==> src/rtl/ascii_pkg.sv <==
// Shared definitions for the ASCII text-screen write path: store size codes,
// unpacker state encoding and the 80x60 screen geometry.
package ascii_pkg;

    localparam int COLS      = 80;
    localparam int ROWS      = 60;
    localparam int NUM_CHARS = COLS * ROWS;

    typedef enum logic [1:0] {
        SZ_NONE = 2'b00,
        SZ_BYTE = 2'b01,
        SZ_HALF = 2'b10,
        SZ_WORD = 2'b11
    } size_e;

    typedef enum logic [1:0] {
        IDLE = 2'd0,
        LOAD = 2'd1,
        EMIT = 2'd2
    } state_e;

    function automatic logic [2:0] size_to_nbytes(input logic [1:0] sz);
        case (sz)
            SZ_BYTE: size_to_nbytes = 3'd1;
            SZ_HALF: size_to_nbytes = 3'd2;
            SZ_WORD: size_to_nbytes = 3'd4;
            default: size_to_nbytes = 3'd0;
        endcase
    endfunction

endpackage

==> src/rtl/sync_fifo.sv <==
// Single-clock FIFO, combinational read of the head entry, no output register.
// Latency: pushed data visible at dout the cycle after the push. Push while full is taken only alongside a pop.
module sync_fifo #(
    parameter int WIDTH = 8,
    parameter int DEPTH = 4
) (
    input  logic                   clk,
    input  logic                   rst,
    input  logic                   push,
    input  logic                   pop,
    input  logic [WIDTH-1:0]       din,
    output logic [WIDTH-1:0]       dout,
    output logic [$clog2(DEPTH):0] count,
    output logic                   full,
    output logic                   empty
);
    localparam int AW = $clog2(DEPTH);

    logic [AW-1:0]  wr_ptr_q, wr_ptr_d;
    logic [AW-1:0]  rd_ptr_q, rd_ptr_d;
    logic [AW:0]    count_q, count_d;
    logic [WIDTH-1:0] mem_q [DEPTH];
    logic do_push, do_pop;

    assign full    = (count_q == (AW+1)'(DEPTH));
    assign empty   = (count_q == '0);
    assign count   = count_q;
    assign dout    = mem_q[rd_ptr_q];
    assign do_pop  = pop & ~empty;
    // A full FIFO can still take a write into the slot being vacated this cycle.
    assign do_push = push & (~full | do_pop);

    always_comb begin
        wr_ptr_d = wr_ptr_q;
        rd_ptr_d = rd_ptr_q;
        count_d  = count_q;
        if (do_push) wr_ptr_d = wr_ptr_q + AW'(1);
        if (do_pop)  rd_ptr_d = rd_ptr_q + AW'(1);
        case ({do_push, do_pop})
            2'b10:   count_d = count_q + (AW+1)'(1);
            2'b01:   count_d = count_q - (AW+1)'(1);
            default: count_d = count_q;
        endcase
    end

    always_ff @(posedge clk or negedge rst) begin
        if (!rst) begin
            wr_ptr_q <= '0;
            rd_ptr_q <= '0;
            count_q  <= '0;
        end else begin
            wr_ptr_q <= wr_ptr_d;
            rd_ptr_q <= rd_ptr_d;
            count_q  <= count_d;
        end
    end

    always_ff @(posedge clk) begin
        if (do_push) mem_q[wr_ptr_q] <= din;
    end

endmodule

==> src/rtl/ascii_write_unpacker.sv <==
// Queues 1/2/4-character processor stores and replays them as single-character RAM writes.
// Latency: first char_we three cycles after acceptance. char_ready low holds the write; in_ready drops when the queue is full.
module ascii_write_unpacker
    import ascii_pkg::*;
#(
    parameter int DEPTH     = 4,
    parameter int ADDR_W    = 13,
    parameter int NUM_CHARS = ascii_pkg::NUM_CHARS
) (
    input  logic              clk,
    input  logic              rst,
    input  logic              in_valid,
    output logic              in_ready,
    input  logic [ADDR_W-1:0] in_addr,
    input  logic [1:0]        in_size,
    input  logic [31:0]       in_data,
    output logic              char_we,
    input  logic              char_ready,
    output logic [ADDR_W-1:0] char_addr,
    output logic [7:0]        char_data,
    output logic              busy,
    output logic              overflow_err,
    output logic              range_err
);
    localparam int FW = ADDR_W + 2 + 32;
    localparam logic [ADDR_W:0] CHAR_LIMIT = (ADDR_W+1)'(NUM_CHARS);

    logic [FW-1:0]           fifo_dout;
    logic [$clog2(DEPTH):0]  fifo_count;
    logic                    fifo_full, fifo_empty;
    logic                    push, pop;
    logic [ADDR_W-1:0]       fifo_addr;
    logic [1:0]              fifo_size;
    logic [31:0]             fifo_data;

    state_e                  state_q, state_d;
    logic [ADDR_W-1:0]       hold_addr_q, hold_addr_d;
    logic [31:0]             hold_data_q, hold_data_d;
    logic [2:0]              nbytes_q, nbytes_d;
    logic [2:0]              idx_q, idx_d;
    logic                    char_we_q, char_we_d;
    logic [ADDR_W-1:0]       char_addr_q, char_addr_d;
    logic [7:0]              char_data_q, char_data_d;
    logic                    overflow_err_q, overflow_err_d;
    logic                    range_err_q, range_err_d;

    logic [ADDR_W:0]         cur_addr;
    logic [2:0]              idx_nxt;

    assign in_ready = ~fifo_full;
    assign push     = in_valid & ~fifo_full & (in_size != SZ_NONE);
    assign {fifo_addr, fifo_size, fifo_data} = fifo_dout;

    sync_fifo #(
        .WIDTH (FW),
        .DEPTH (DEPTH)
    ) u_fifo (
        .clk   (clk),
        .rst   (rst),
        .push  (push),
        .pop   (pop),
        .din   ({in_addr, in_size, in_data}),
        .dout  (fifo_dout),
        .count (fifo_count),
        .full  (fifo_full),
        .empty (fifo_empty)
    );

    // Widened by one bit so a store near the top of the address space never wraps into range.
    assign cur_addr = {1'b0, hold_addr_q} + (ADDR_W+1)'(idx_q);
    assign idx_nxt  = idx_q + 3'd1;

    always_comb begin
        state_d        = state_q;
        hold_addr_d    = hold_addr_q;
        hold_data_d    = hold_data_q;
        nbytes_d       = nbytes_q;
        idx_d          = idx_q;
        char_we_d      = char_we_q;
        char_addr_d    = char_addr_q;
        char_data_d    = char_data_q;
        range_err_d    = range_err_q;
        overflow_err_d = overflow_err_q | (in_valid & fifo_full & (in_size != SZ_NONE));
        pop            = 1'b0;
        case (state_q)
            IDLE: begin
                if (!fifo_empty) begin
                    pop         = 1'b1;
                    hold_addr_d = fifo_addr;
                    hold_data_d = fifo_data;
                    nbytes_d    = size_to_nbytes(fifo_size);
                    idx_d       = 3'd0;
                    state_d     = LOAD;
                end
            end
            LOAD: begin
                if (cur_addr < CHAR_LIMIT) begin
                    char_we_d   = 1'b1;
                    char_addr_d = cur_addr[ADDR_W-1:0];
                    char_data_d = hold_data_q[{idx_q[1:0], 3'b000} +: 8];
                    state_d     = EMIT;
                end else begin
                    range_err_d = 1'b1;
                    idx_d       = idx_nxt;
                    if (idx_nxt >= nbytes_q) state_d = IDLE;
                end
            end
            EMIT: begin
                if (char_ready) begin
                    char_we_d = 1'b0;
                    idx_d     = idx_nxt;
                    state_d   = (idx_nxt < nbytes_q) ? LOAD : IDLE;
                end
            end
            default: state_d = IDLE;
        endcase
    end

    always_ff @(posedge clk or negedge rst) begin
        if (!rst) begin
            state_q        <= IDLE;
            hold_addr_q    <= '0;
            hold_data_q    <= '0;
            nbytes_q       <= '0;
            idx_q          <= '0;
            char_we_q      <= 1'b0;
            char_addr_q    <= '0;
            char_data_q    <= '0;
            overflow_err_q <= 1'b0;
            range_err_q    <= 1'b0;
        end else begin
            state_q        <= state_d;
            hold_addr_q    <= hold_addr_d;
            hold_data_q    <= hold_data_d;
            nbytes_q       <= nbytes_d;
            idx_q          <= idx_d;
            char_we_q      <= char_we_d;
            char_addr_q    <= char_addr_d;
            char_data_q    <= char_data_d;
            overflow_err_q <= overflow_err_d;
            range_err_q    <= range_err_d;
        end
    end

    assign char_we      = char_we_q;
    assign char_addr    = char_addr_q;
    assign char_data    = char_data_q;
    assign overflow_err = overflow_err_q;
    assign range_err    = range_err_q;
    assign busy         = (fifo_count != '0) | (state_q != IDLE);

endmodule
==> config.mk <==
export PLATFORM = sky130hd
export DESIGN_NAME = ascii_write_unpacker
export DESIGN_NICKNAME = d
export VERILOG_FILES = /design/src/rtl/ascii_pkg.sv /design/src/rtl/sync_fifo.sv /design/src/rtl/ascii_write_unpacker.sv
export SDC_FILE = /design/constraint.sdc
export NUM_CORES = 1
export LEC_CHECK = 0
export CAP_MARGIN = 20
export CELL_PAD_IN_SITES_DETAIL_PLACEMENT = 1
export CELL_PAD_IN_SITES_GLOBAL_PLACEMENT = 1
export CORE_UTILIZATION = 40
export CTS_BUF_LIST = sky130_fd_sc_hd__clkbuf_4
export CTS_CLUSTER_DIAMETER = 100
export DETAILED_ROUTE_END_ITERATION = 6
export PLACE_DENSITY_LB_ADDON = 0.15
export SLEW_MARGIN = 20
export SYNTH_ARGS = -nofsm -noshare
export SYNTH_HDL_FRONTEND = slang
export SYNTH_SLANG_ARGS = --single-unit
==> constraint.sdc <==
create_clock -name clk -period 7.5 [get_ports clk]
set_input_delay 1.125 -clock clk [delete_from_list [all_inputs] [get_ports clk]]
set_output_delay 1.125 -clock clk [all_outputs]
set_load 0.01 [all_outputs]
Word-level counts from Yosys, hierarchy flattened
Memory sizes are Yosys's and may differ from the RTL's.
Index checks and enable logic that the tools add are counted.
- bits in registers: 84
- bits in writable memories: 188
- output and inout bits: 26
- memories kept: 1
- memory list (name ; depth ; width ; read ports ; clocked after Yosys merged registers in ; wr ports ; RTL line ; source):
    u_fifo.mem_q ; 4 ; 47 ; 1 ; 0 ; 1 ; sync_fifo.sv:22 ; logic [WIDTH-1:0] mem_q [DEPTH];
- $add $sub $neg: 6
- magnitude comparators: 3
- eq/ne operators: 13
- shift-type cells: 1
- mux-type cells: 19
- bitwise logic cells: 12
- reductions and logical operators: 14
- operators with widths (cell ; number):
    $shiftx 32x6->8 ; 1
    $pmux 3 s3 ; 2
    $add 13x3->14 ; 1
    $lt 14x13->1 const B ; 1
    $mux 3 ; 3
    $eq 2x2->1 const B ; 4
    $mux 2 ; 4
    $ne 2x2->1 const B ; 4
    $reduce_bool 2->1 ; 4
    $mux 1 ; 7
    $add 3x1->3 const B ; 2
    $and 1x1->1 ; 6
    $eq 2x1->1 const B ; 3
    $pmux 2 s3 ; 1
    $pmux 3 s2 ; 1
    $reduce_and 2->1 ; 3
    $reduce_and 3->1 ; 2
    $reduce_bool 3->1 ; 2
    $add 2x1->2 const B ; 2
    $reduce_and 4->1 ; 1
    $eq 3x3->1 const B ; 1
    $ge 3x3->1 ; 1
    $logic_not 3->1 ; 1
    $lt 3x3->1 ; 1
    6 further kinds ; 10

Longest topological paths before layout
Gate-level depths: netlist of run 1.
- depth after elaboration: 8
- gate-level depth with buffers: 11
- depth with buffers taken out: 10

By module
A second synthesis of run 1 with hierarchy kept.
- cell total of the unflattened synthesis: 563
- area total of the unflattened synthesis: 10953.0 µm²
- by module, submodules not included (module ; instances ; cells an instance ; area each (µm²) ; seq. area each (µm²)):
    sync_fifo ; 1 ; 284 ; 7209.4 ; 5820.6
    ascii_write_unpacker ; 1 ; 279 ; 3743.6 ; 1926.8

Worst setup path before layout of run 1
Ideal clock, no wire load.
- kind: input port to flip-flop
- start point: input port in_size[1]
- end point: memory u_fifo.mem_q[0][0] (netlist bit) (enable)
- library setup time: 0.409 ns
- data arrival time: 2.754 ns
- data required time: 7.091 ns
- path slack: 4.337 ns
- cell stages on the path: 3
- cell sequence: o21ai_0 > a21oi_1 > and2_1
- cells in the longest elaborated chain, start to end: 5
- ends and longest elaborated chain (element ; RTL line ; source):
    start: declaration ; ascii_write_unpacker.sv:15 ; input logic [1:0] in_size,
    $reduce_bool 2->1 ; ascii_write_unpacker.sv:51 ; assign push = in_valid & ~fifo_full & (in_size != SZ_NONE);
    $and 1x1->1 ; ascii_write_unpacker.sv:51 ;
    $and 1x1->1 ; sync_fifo.sv:31 ; assign do_push = push & (~full | do_pop);
    $mux 1 ; sync_fifo.sv:59 ; if (do_push) mem_q[wr_ptr_q] <= din;
    $mux 1 (implied by the code) ; sync_fifo.sv:59 ;
    end: declaration ; sync_fifo.sv:22 ;
No other way between the ends.

Worst setup path in the final report of run 1
- start point: register idx_q[0]
- end point: register char_data_q[7], in the netlist char_data[7]
- cells in the longest elaborated chain, start to end: 3
- elaborated cells on any way between the ends: 4
- classes of those cells: add/sub (1); order compare (1); shift (1); reduce/logical (1)
- ends and longest elaborated chain (element ; RTL line ; source):
    start: declaration ; ascii_write_unpacker.sv:40 ; logic [2:0] idx_q, idx_d;
    start signal: assignment ; ascii_write_unpacker.sv:136 ; idx_q <= idx_d;
    $add 13x3->14 ; ascii_write_unpacker.sv:70 ; assign cur_addr = {1'b0, hold_addr_q} + (ADDR_W+1)'(idx_q);
    $lt 14x13->1 ; ascii_write_unpacker.sv:97 ; if (cur_addr < CHAR_LIMIT) begin
    $reduce_and 2->1 (no line) ; - ;
    end signal: assignment ; ascii_write_unpacker.sv:139 ; char_data_q <= char_data_d;
    end: declaration ; ascii_write_unpacker.sv:43 ; logic [7:0] char_data_q, char_data_d;
Several ways; a longest one is shown, not always the timed one.
A chain may end at the register's enable or synchronous reset.

==> run summary, run 1 <==
Post-synth top area cell: edfxtp_1
Design Power: 5.47 mW
Largest net degree at the start of global routing: 53
Count of cell types in the netlist: 50
EDFF count, synth: 188
GR peak layer: met2
Final hold viol count: 0
Worst-margin pin slew: 0.874 ns
Die span in y: 167 um
Worst Hold Class: in2async
Initial antenna violation count: 1
Drt initial violations: 279
H-tree levels: 3
Crit. End Element: flop
Largest cells by area after synthesis: edfxtp_1 (52%), dfrtp_1 (19%), mux4_2 (11%)
Worst R2R Path Depth: 9
Row Count: 60
Via count: 5932
DIE WIDTH: 167 um
Max-slew violation count: 0
YS warnings: 0
Most used DFF post-synth: edfxtp_1
Max-Cap Viols: 0
Max-slew headroom: 41.6%
Cell area after layout: 13100 sq um
Placed instance area: 12100 sq um
Period minus WS final: 3.76 ns
RR Endpoint: char_data[7]
Non-filler cells, final: 1182
Post_cts resized: 0
Fraction of layout cells with a size suffix above 1: 26.2%
Post-synth top cells: edfxtp_1 (188), nand2_1 (143), dfrtp_1 (84)
RSZ-0062 raised after global routing: false
Worst-path fanout max: 21
Num ports: 77
R2R Setup Slk: 3.74 ns
Syn_nets: 721
Total Wirelength: 22.6 mm
Ys async rst share: 30.9%
PortBufs: 76
Post-synth top area share: 51.5%
Detailed placement HPWL: 13.7 mm
GR Util met2: 29.6%
Clock Tree Buf Depth: 3
CTS tree: built
Cells after DPL: 1048
Register area share after synthesis: 70.7%
FF-to-FF Start: idx_q[0]
Setup TNS: 0 ns
Max IR drop VDD: 0.178 mV
P_leak: 5.06 nW
First-pass DRT Iterations: 4
Synth Instances: 652
Final setup violation count: 0
TritonCTS Buffers: 72
Final nets: 851
Most frequent cell after synthesis: edfxtp_1
Met1 GRT Util: 20.9%
Period utilization: 50.1%
Clock root cell: clkbuf_4
Reg clk slew, reported paths: 0.07 ns
Core Area: 26900 sq um
P per Cell Area: 417 nW/um^2
Vias in the first global route: 6811
Worst Path Required: 8.01 ns
Filler Cell Count: 2619
Final Skew: 0.0405 ns
CTS sink count: 272
GP Congestion: 0.820
Post-route ant nets: 0
Syn avg cell area: 16.8 sq um
Via/cell ratio: 5.02
Total grt overflow: 0
CP Class: reg2reg
First-pass GRT wire length: 36.7 mm
Post-CTS Hold Buffers: 0
Synthesized flop and latch total: 272
Latest clock arrival within the worst-skew pair: 0.66 ns
DRC: 0
Gr usage total: 17.2%
Post-CTS Setup Bufs: 0
Startpoint types: flop
Die area: 28000 sq um
Status: complete, no violations
Drt wl/cell: 19.1 um
Starting density of the core: 40.7%
Max Freq: 0.266 GHz
Cell area after synthesis: 11000 sq um
Critical path arrival: 4.27 ns
Routing usage on met3: 3.57%
Layout area overhead: 19.8%
worst max-delay path: stages (launching register included):
cell and delay [ns]:
dfrtp_1 0.63, ha_1 0.35, fa_1 0.45, a21o_1 0.27
nand3_1 0.11, nand2_1 0.06, o32ai_1 0.44, a21oi_4 0.18
nor2_4 0.72, mux2_2 0.42
how the worst max path moves through the flow:
stage	startpoint	endpoint	slack, ns	depth (start not counted)
final	idx_q[0]	char_data[7]	3.74	9
after global routing	idx_q[0]	char_data[7]	3.53	9
after CTS	idx_q[0]	char_data[7]	3.70	9
after detailed placement	idx_q[0]	char_data[7]	3.73	9
after global placement	idx_q[0]	char_data[7]	3.83	9
after floorplan	in_size[1]	u_fifo.mem_q[0][0]	4.34	3
layout make-up:
| type | count | area (sq um) | area share (%) |
|---|---|---|---|
| diodes | 2 | 5.00 | 0.0381 |
| repair buffers | 85 | 838 | 6.39 |
| clock inverters | 18 | 153 | 1.16 |
| flip-flops and latches | 272 | 7750 | 59.1 |
| well taps | 341 | 427 | 3.25 |
| inverters | 17 | 63.8 | 0.486 |
| clock buffers | 113 | 848 | 6.47 |
| multi-input cells | 334 | 3030 | 23.1 |
stage by stage:
| stage | util [%] | hold WS [ns] | setup slack [ns] |
|---|---|---|---|
| after floorplan | - | 0.440 | 4.34 |
| after global placement | 45.0 | 0.448 | 3.83 |
| after detailed placement | 45.0 | 0.462 | 3.73 |
| after CTS | 48.7 | 0.368 | 3.70 |
| after global routing | 48.8 | 0.390 | 3.53 |
| final | 48.8 | 0.401 | 3.74 |
registers in the layout, summed over array words and instances, names as in the netlist, 2 cells and up:
signal	flops
char_addr	13
char_data	8
hold_addr_q	13
hold_data_q	32
idx_q	3
nbytes_q	3
state_q	2
u_fifo.count	3
u_fifo.mem_q	188
u_fifo.rd_ptr_q	2
u_fifo.wr_ptr_q	2
layout by cell type (no fill, tap or decap), types with 5 or more instances in the layout:
cell,n
edfxtp_1,188
nand2_1,143
clkbuf_4,113
dfrtp_1,82
clkdlybuf4s50_1,75
mux4_2,55
mux2_4,19
inv_1,16
ha_1,16
clkinv_1,11
o21ai_0,10
xnor2_1,10
buf_4,9
xor2_1,8
nor2_1,7
nand3_1,6
a21oi_1,5
per-layer routing:
layer / routed length (um) / vias up
li1: - / 2736
met1: 9520 / 3011
met2: 11600 / 126
met3: 815 / 59
met4: 629 / 0
met5: 0 / -
cell families (layout without fill, tap and decap cells):
| kind of cell | Yosys count | count (layout) | share of synthesized area [%] |
|---|---|---|---|
| xor gates and xnor gates | 18 | 18 | 1.44 |
| buffers and inverters | 46 | 233 | 1.79 |
| muxes | 80 | 80 | 14.5 |
| AOI/OAI and AO/OA | 35 | 35 | 2.17 |
| and+or+nand+nor | 183 | 183 | 7.16 |
| DFF | 272 | 272 | 70.7 |
| other | 0 | 2 | 0 |
| adders and majority gates | 18 | 18 | 2.19 |
report_power, final:
group          switching [mW]  leakage, nW  internal (mW)  total (mW)
combinational           0.869         1.73          0.886        1.76
sequential              0.318         2.74           2.02        2.34
clock                   0.591        0.592          0.788        1.38
(Power assumes the default switching activity.)
==> inputs of run 2 (changes only) <==
==> constraint.sdc (replaced) <==
create_clock -name clk -period 3.3 [get_ports clk]
set_input_delay 0.495 -clock clk [delete_from_list [all_inputs] [get_ports clk]]
set_output_delay 0.495 -clock clk [all_outputs]
set_load 0.01 [all_outputs]
==> run summary, run 2 (synthesis gave the netlist of run 1 again) <==
Worst-path fanout max: 9
Critical Path Source: hold_addr_q[0]
Total grt overflow: 0
Most frequent cells in the layout: edfxtp_1 (188), nand2_1 (143), clkbuf_4 (121), dfrtp_1 (82), clkdlybuf4s50_1 (75)
Reg clk slew, reported paths: 0.06 ns
Area of the multi-input gates: 3030 sq um
Fraction of layout cells with a size suffix above 1: 27.9%
Final nets: 864
Worst-margin pin slew: 0.792 ns
Period utilization: 95.0%
Buf+Inv Stages, Crit Path: 1
Clock Tree Buf Depth: 3
Via count: 6026
RR Endpoint: char_data[3]
Critical path arrival: 3.67 ns
Num ports: 77
Post-route ant nets: 0
DIE WIDTH: 167 um
Setup WS pre-CTS: 0.184 ns
Max FFs per register: 188
RSZ-0062 raised after global routing: false
R2R Setup Slk: 0.16 ns
Final Core Density: 49.3%
Max Freq: 0.319 GHz
Starting density of the core: 40.7%
Period minus WS final: 3.14 ns
Crit path depth: 10
Total Wirelength: 23.3 mm
Max-Cap Viols: 0
Worst Path Required: 3.83 ns
Crit. End Element: flop
Vias in the first global route: 6869
Final hold viol count: 0
CP delay by family, top: compound AO/OA/AOI/OAI gates
Via/cell ratio: 5.04
P_leak: 5.14 nW
Latest clock arrival within the worst-skew pair: 0.69 ns
CP Class: reg2reg
H-tree levels: 3
Sequential Area: 7750 sq um
Initial antenna violation count: 1
Die span in y: 167 um
Max-slew violation count: 0
Worst R2R Path Depth: 10
P per Cell Area: 952 nW/um^2
Clock root cell: clkbuf_4
GP Congestion: 0.835
Status: complete, no violations
Slowest-stage cell, CP: fa_1
Largest net degree at the start of global routing: 58
Detailed placement HPWL: 14.8 mm
Setup crit end: char_data[3]
Drt wl/cell: 19.5 um
Drt initial violations: 235
PortBufs: 76
CP cell instances: ha_1 -> fa_1 -> a21o_1 -> nand3_1 -> nand2_1 -> o32ai_1 -> a21oi_4 -> nor2_4 -> buf_4 -> mux2_4
First-pass GRT wire length: 37.1 mm
Worst Hold Class: in2async
FF-to-FF Start: hold_addr_q[0]
Startpoint types: flop
Top reg by flops: u_fifo.mem_q
Setup TNS: 0 ns
Final setup violation count: 0
Filler Cell Count: 2624
Biggest regs: u_fifo.mem_q: 188 flops, hold_data_q: 32 flops
Commonest non-fill, non-tap cell in the layout: edfxtp_1
Final Skew: 0.0501 ns
CTS sink count: 272
Max-slew headroom: 47.2%
CTS tree: built
Max IR drop VDD: 0.395 mV
Post-route setup slack: 0.164 ns
Layout area overhead: 20.9%
Core Area: 26900 sq um
First-pass DRT Iterations: 6
WHS: 0.398 ns
Design Power: 12.6 mW
Die area: 28000 sq um
DRC: 0
Max stage delay on crit path: 0.46 ns
TritonCTS Buffers: 74
Row Count: 60
Gr usage total: 17.5%
==> run 2: cell count changes in the layout (fill, tap and decap cells not counted) <==
cell / previous run / this run
dlygate4sd3_1: 0 / 1
buf_4: 9 / 18
bufinv_16: 3 / 2
diode_2: 2 / 1
clkinv_2: 2 / 1
clkinv_4: 0 / 2
clkinv_1: 11 / 7
buf_12: 1 / 2
clkbuf_4: 113 / 121
==> run 2: timing repair <==
action	4_1_cts	5_1_grt
gates resized for setup	0	0
hold endpoints to repair	55	0
hold buffers	1	0
buffers inserted	0	0
==> run 2: area by class of cell <==
class	instances	share of cell area, %
Tap cell	341	3.22
Antenna cell	1	0.0189
Timing Repair Buffer	96	7.07
Sequential cell	272	58.5
Multi-Input combinational cell	334	22.9
Clock inverter	14	0.907
Clock buffer	121	6.86
Inverter	17	0.482
==> run 2: through the flow <==
| stage | area [sq um] | std cells |
|---|---|---|
| after CTS | 13200 | 1195 |
| after floorplan | 11000 | 652 |
| after detailed placement | 12200 | 1059 |
| after global placement | 12200 | 1059 |
| final | 13200 | 1196 |
| after global routing | 13200 | 1196 |
==> run 2: metal layers <==
| layer | part of all wire [%] | routed length (um) | vias up | track usage, % |
|---|---|---|---|---|
| li1 | - | - | 2754 | - |
| met1 | 43 | 10100 | 3085 | 21.3 |
| met2 | 51 | 11900 | 143 | 29.9 |
| met3 | 3.9 | 914 | 44 | 4.02 |
| met4 | 2.0 | 459 | 0 | 7.26 |
| met5 | 0 | 0 | - | 0 |
==> run 2: worst min-delay path by stage <==
| stage | start | endpoint | slack [ns] |
|---|---|---|---|
| final | rst | hold_addr_q[9] | 0.40 |
| after global routing | in_data[19] | u_fifo.mem_q[1][19] | 0.40 |
| after CTS | in_addr[4] | u_fifo.mem_q[1][38] | 0.38 |
| after detailed placement | hold_data_q[26] | hold_data_q[26] | 0.46 |
| after global placement | range_err | range_err | 0.45 |
| after floorplan | rst | char_addr[0] | 0.20 |
==> run 2: power by group <==
part	internal, mW	leakage, nW	switching (mW)	total (mW)
Combinational	2.08	1.79	2.06	4.14
Clock	1.81	0.612	1.37	3.19
Sequential	4.58	2.74	0.698	5.28
Total	8.48	5.14	4.13	12.6
==> inputs of run 3 (changes only) <==
--- a/config.mk
+++ b/config.mk
@@ -8,6 +8,7 @@
 export CAP_MARGIN = 20
 export CELL_PAD_IN_SITES_DETAIL_PLACEMENT = 1
 export CELL_PAD_IN_SITES_GLOBAL_PLACEMENT = 1
+export CORE_MARGIN = 4
 export CORE_UTILIZATION = 40
 export CTS_BUF_LIST = sky130_fd_sc_hd__clkbuf_4
 export CTS_CLUSTER_DIAMETER = 100
==> run summary, run 3 (synthesis gave the netlist of run 1 again) <==
Fraction of layout cells with a size suffix above 1: 26.0%
Total grt overflow: 0
Design Power: 12.3 mW
Drt wl/cell: 19.6 um
Most frequent cells in the layout: edfxtp_1 (188), nand2_1 (143), clkbuf_4 (111), dfrtp_1 (82), clkdlybuf4s50_1 (75)
Via/cell ratio: 5.01
Row Count: 60
Final Skew: 0.0396 ns
Status: complete, no violations
Setup crit end: idx_q[0]
Worst Path Required: 3.79 ns
Period utilization: 87.8%
Detailed placement HPWL: 14.4 mm
Die area: 30100 sq um
Critical Path Source: hold_addr_q[0]
Post-route setup slack: 0.401 ns
CP Class: reg2reg
Final hold viol count: 0
Worst-path fanout max: 9
Biggest regs: u_fifo.mem_q: 188 flops, hold_data_q: 32 flops
Setup WS pre-CTS: 0.405 ns
Filler Cell Count: 2619
CTS tree: built
Latest clock arrival within the worst-skew pair: 0.64 ns
Top reg by flops: u_fifo.mem_q
Critical path arrival: 3.39 ns
R2R Setup Slk: 0.40 ns
Post-route ant nets: 0
Total Wirelength: 23.3 mm
Vias in the first global route: 6977
Final Core Density: 48.9%
GP Congestion: 0.784
Via count: 5960
Commonest non-fill, non-tap cell in the layout: edfxtp_1
Post-CTS Hold Buffers: 1
Clock Tree Buf Depth: 3
Drt initial violations: 259
Crit. End Element: flop
Worst-margin pin slew: 0.799 ns
Core Area: 27000 sq um
Max-slew violation count: 0
First-pass DRT Iterations: 5
Final setup violation count: 0
Starting density of the core: 40.6%
CTS sink count: 272
Initial antenna violation count: 2
Clock root cell: clkbuf_4
Die span in y: 173 um
P per Cell Area: 937 nW/um^2
Final nets: 859
RR Endpoint: idx_q[0]
Setup TNS: 0 ns
Slowest-stage cell, CP: fa_1
Num ports: 77
WHS: 0.473 ns
Max FFs per register: 188
FF-to-FF Start: hold_addr_q[0]
Max Freq: 0.345 GHz
Gr usage total: 16.1%
P_leak: 5.08 nW
Worst R2R Path Depth: 9
RSZ-0062 raised after global routing: false
Max-slew headroom: 46.7%
Max-Cap Viols: 0
PortBufs: 76
Post-CTS Setup Bufs: 0
Post_cts resized: 0
Hold Path Cell Cnt: 1
Largest net degree at the start of global routing: 58
Max IR drop VDD: 0.373 mV
DIE WIDTH: 173 um
First-pass GRT wire length: 38.3 mm
DRC: 0
CP cell instances: ha_1 -> fa_1 -> a21o_1 -> nand3_1 -> nand2_1 -> o32ai_1 -> a21oi_4 -> o21ai_1 -> mux2_2
TritonCTS Buffers: 73
Layout area overhead: 20.3%
Reg clk slew, reported paths: 0.07 ns
H-tree levels: 3
Worst Hold Class: reg2reg
Startpoint types: flop
Worst min-delay path startpoint: range_err
Max stage delay on crit path: 0.46 ns
Period minus WS final: 2.90 ns
[run 3: cell types whose count changed in the layout (fill, tap and decap cells not counted), sizes merged]
cell      before  now
buf           20   16
inv           18   19
clkinv        10   18
clkbuf       121  111
bufinv         2    1
clkinvlp       1    0
diode          1    2
[run 3: routing by layer]
layer	wire length [um]	vias up	GRT usage, %
met5	0	-	0
met4	378	0	5.09
met2	12100	134	27.4
li1	-	2753	-
met1	9770	3043	19.9
met3	1130	30	4.73
[run 3: power by group]
part,total (mW),switching [mW],internal [mW]
Sequential,5.24,0.661,4.58
Clock,2.93,1.32,1.61
Combinational,4.18,2.08,2.09
[run 3: cell type report]
type                            instances  area [sq um]  area share [%]
Antenna cell                            2          5.00          0.0380
Sequential cell                       272          7750            58.8
Inverter                               17          63.8           0.484
Multi-Input combinational cell        334          3030            23.0
Clock buffer                          111           833            6.33
Timing Repair Buffer                   92           956            7.26
Clock inverter                         21           105           0.798
Tap cell                              341           427            3.24
[run 3: worst min-delay path by stage]
stage                                      to  slack [ns]
after CTS                 u_fifo.mem_q[1][19]        0.42
after floorplan                  char_addr[0]        0.20
final                               range_err        0.47
after global placement              range_err        0.45
after global routing      u_fifo.mem_q[3][25]        0.42
after detailed placement      hold_data_q[14]        0.46
[run 3: critical path, delay by kind of cell (launching register included)]
| kind | cells | cell delay [ns] |
|---|---|---|
| AOI/OAI and AO/OA | 4 | 1.16 |
| adders and majority gates | 2 | 0.69 |
| muxes | 1 | 0.39 |
| DFF | 1 | 0.38 |
| and+or+nand+nor | 2 | 0.16 |
[run 3: metrics by stage]
step                      cell area (sq um)  instances
final                                 13200       1190
after global routing                  13200       1190
after CTS                             13200       1188
after detailed placement              12200       1055
after global placement                12200       1055
after floorplan                       11000        652
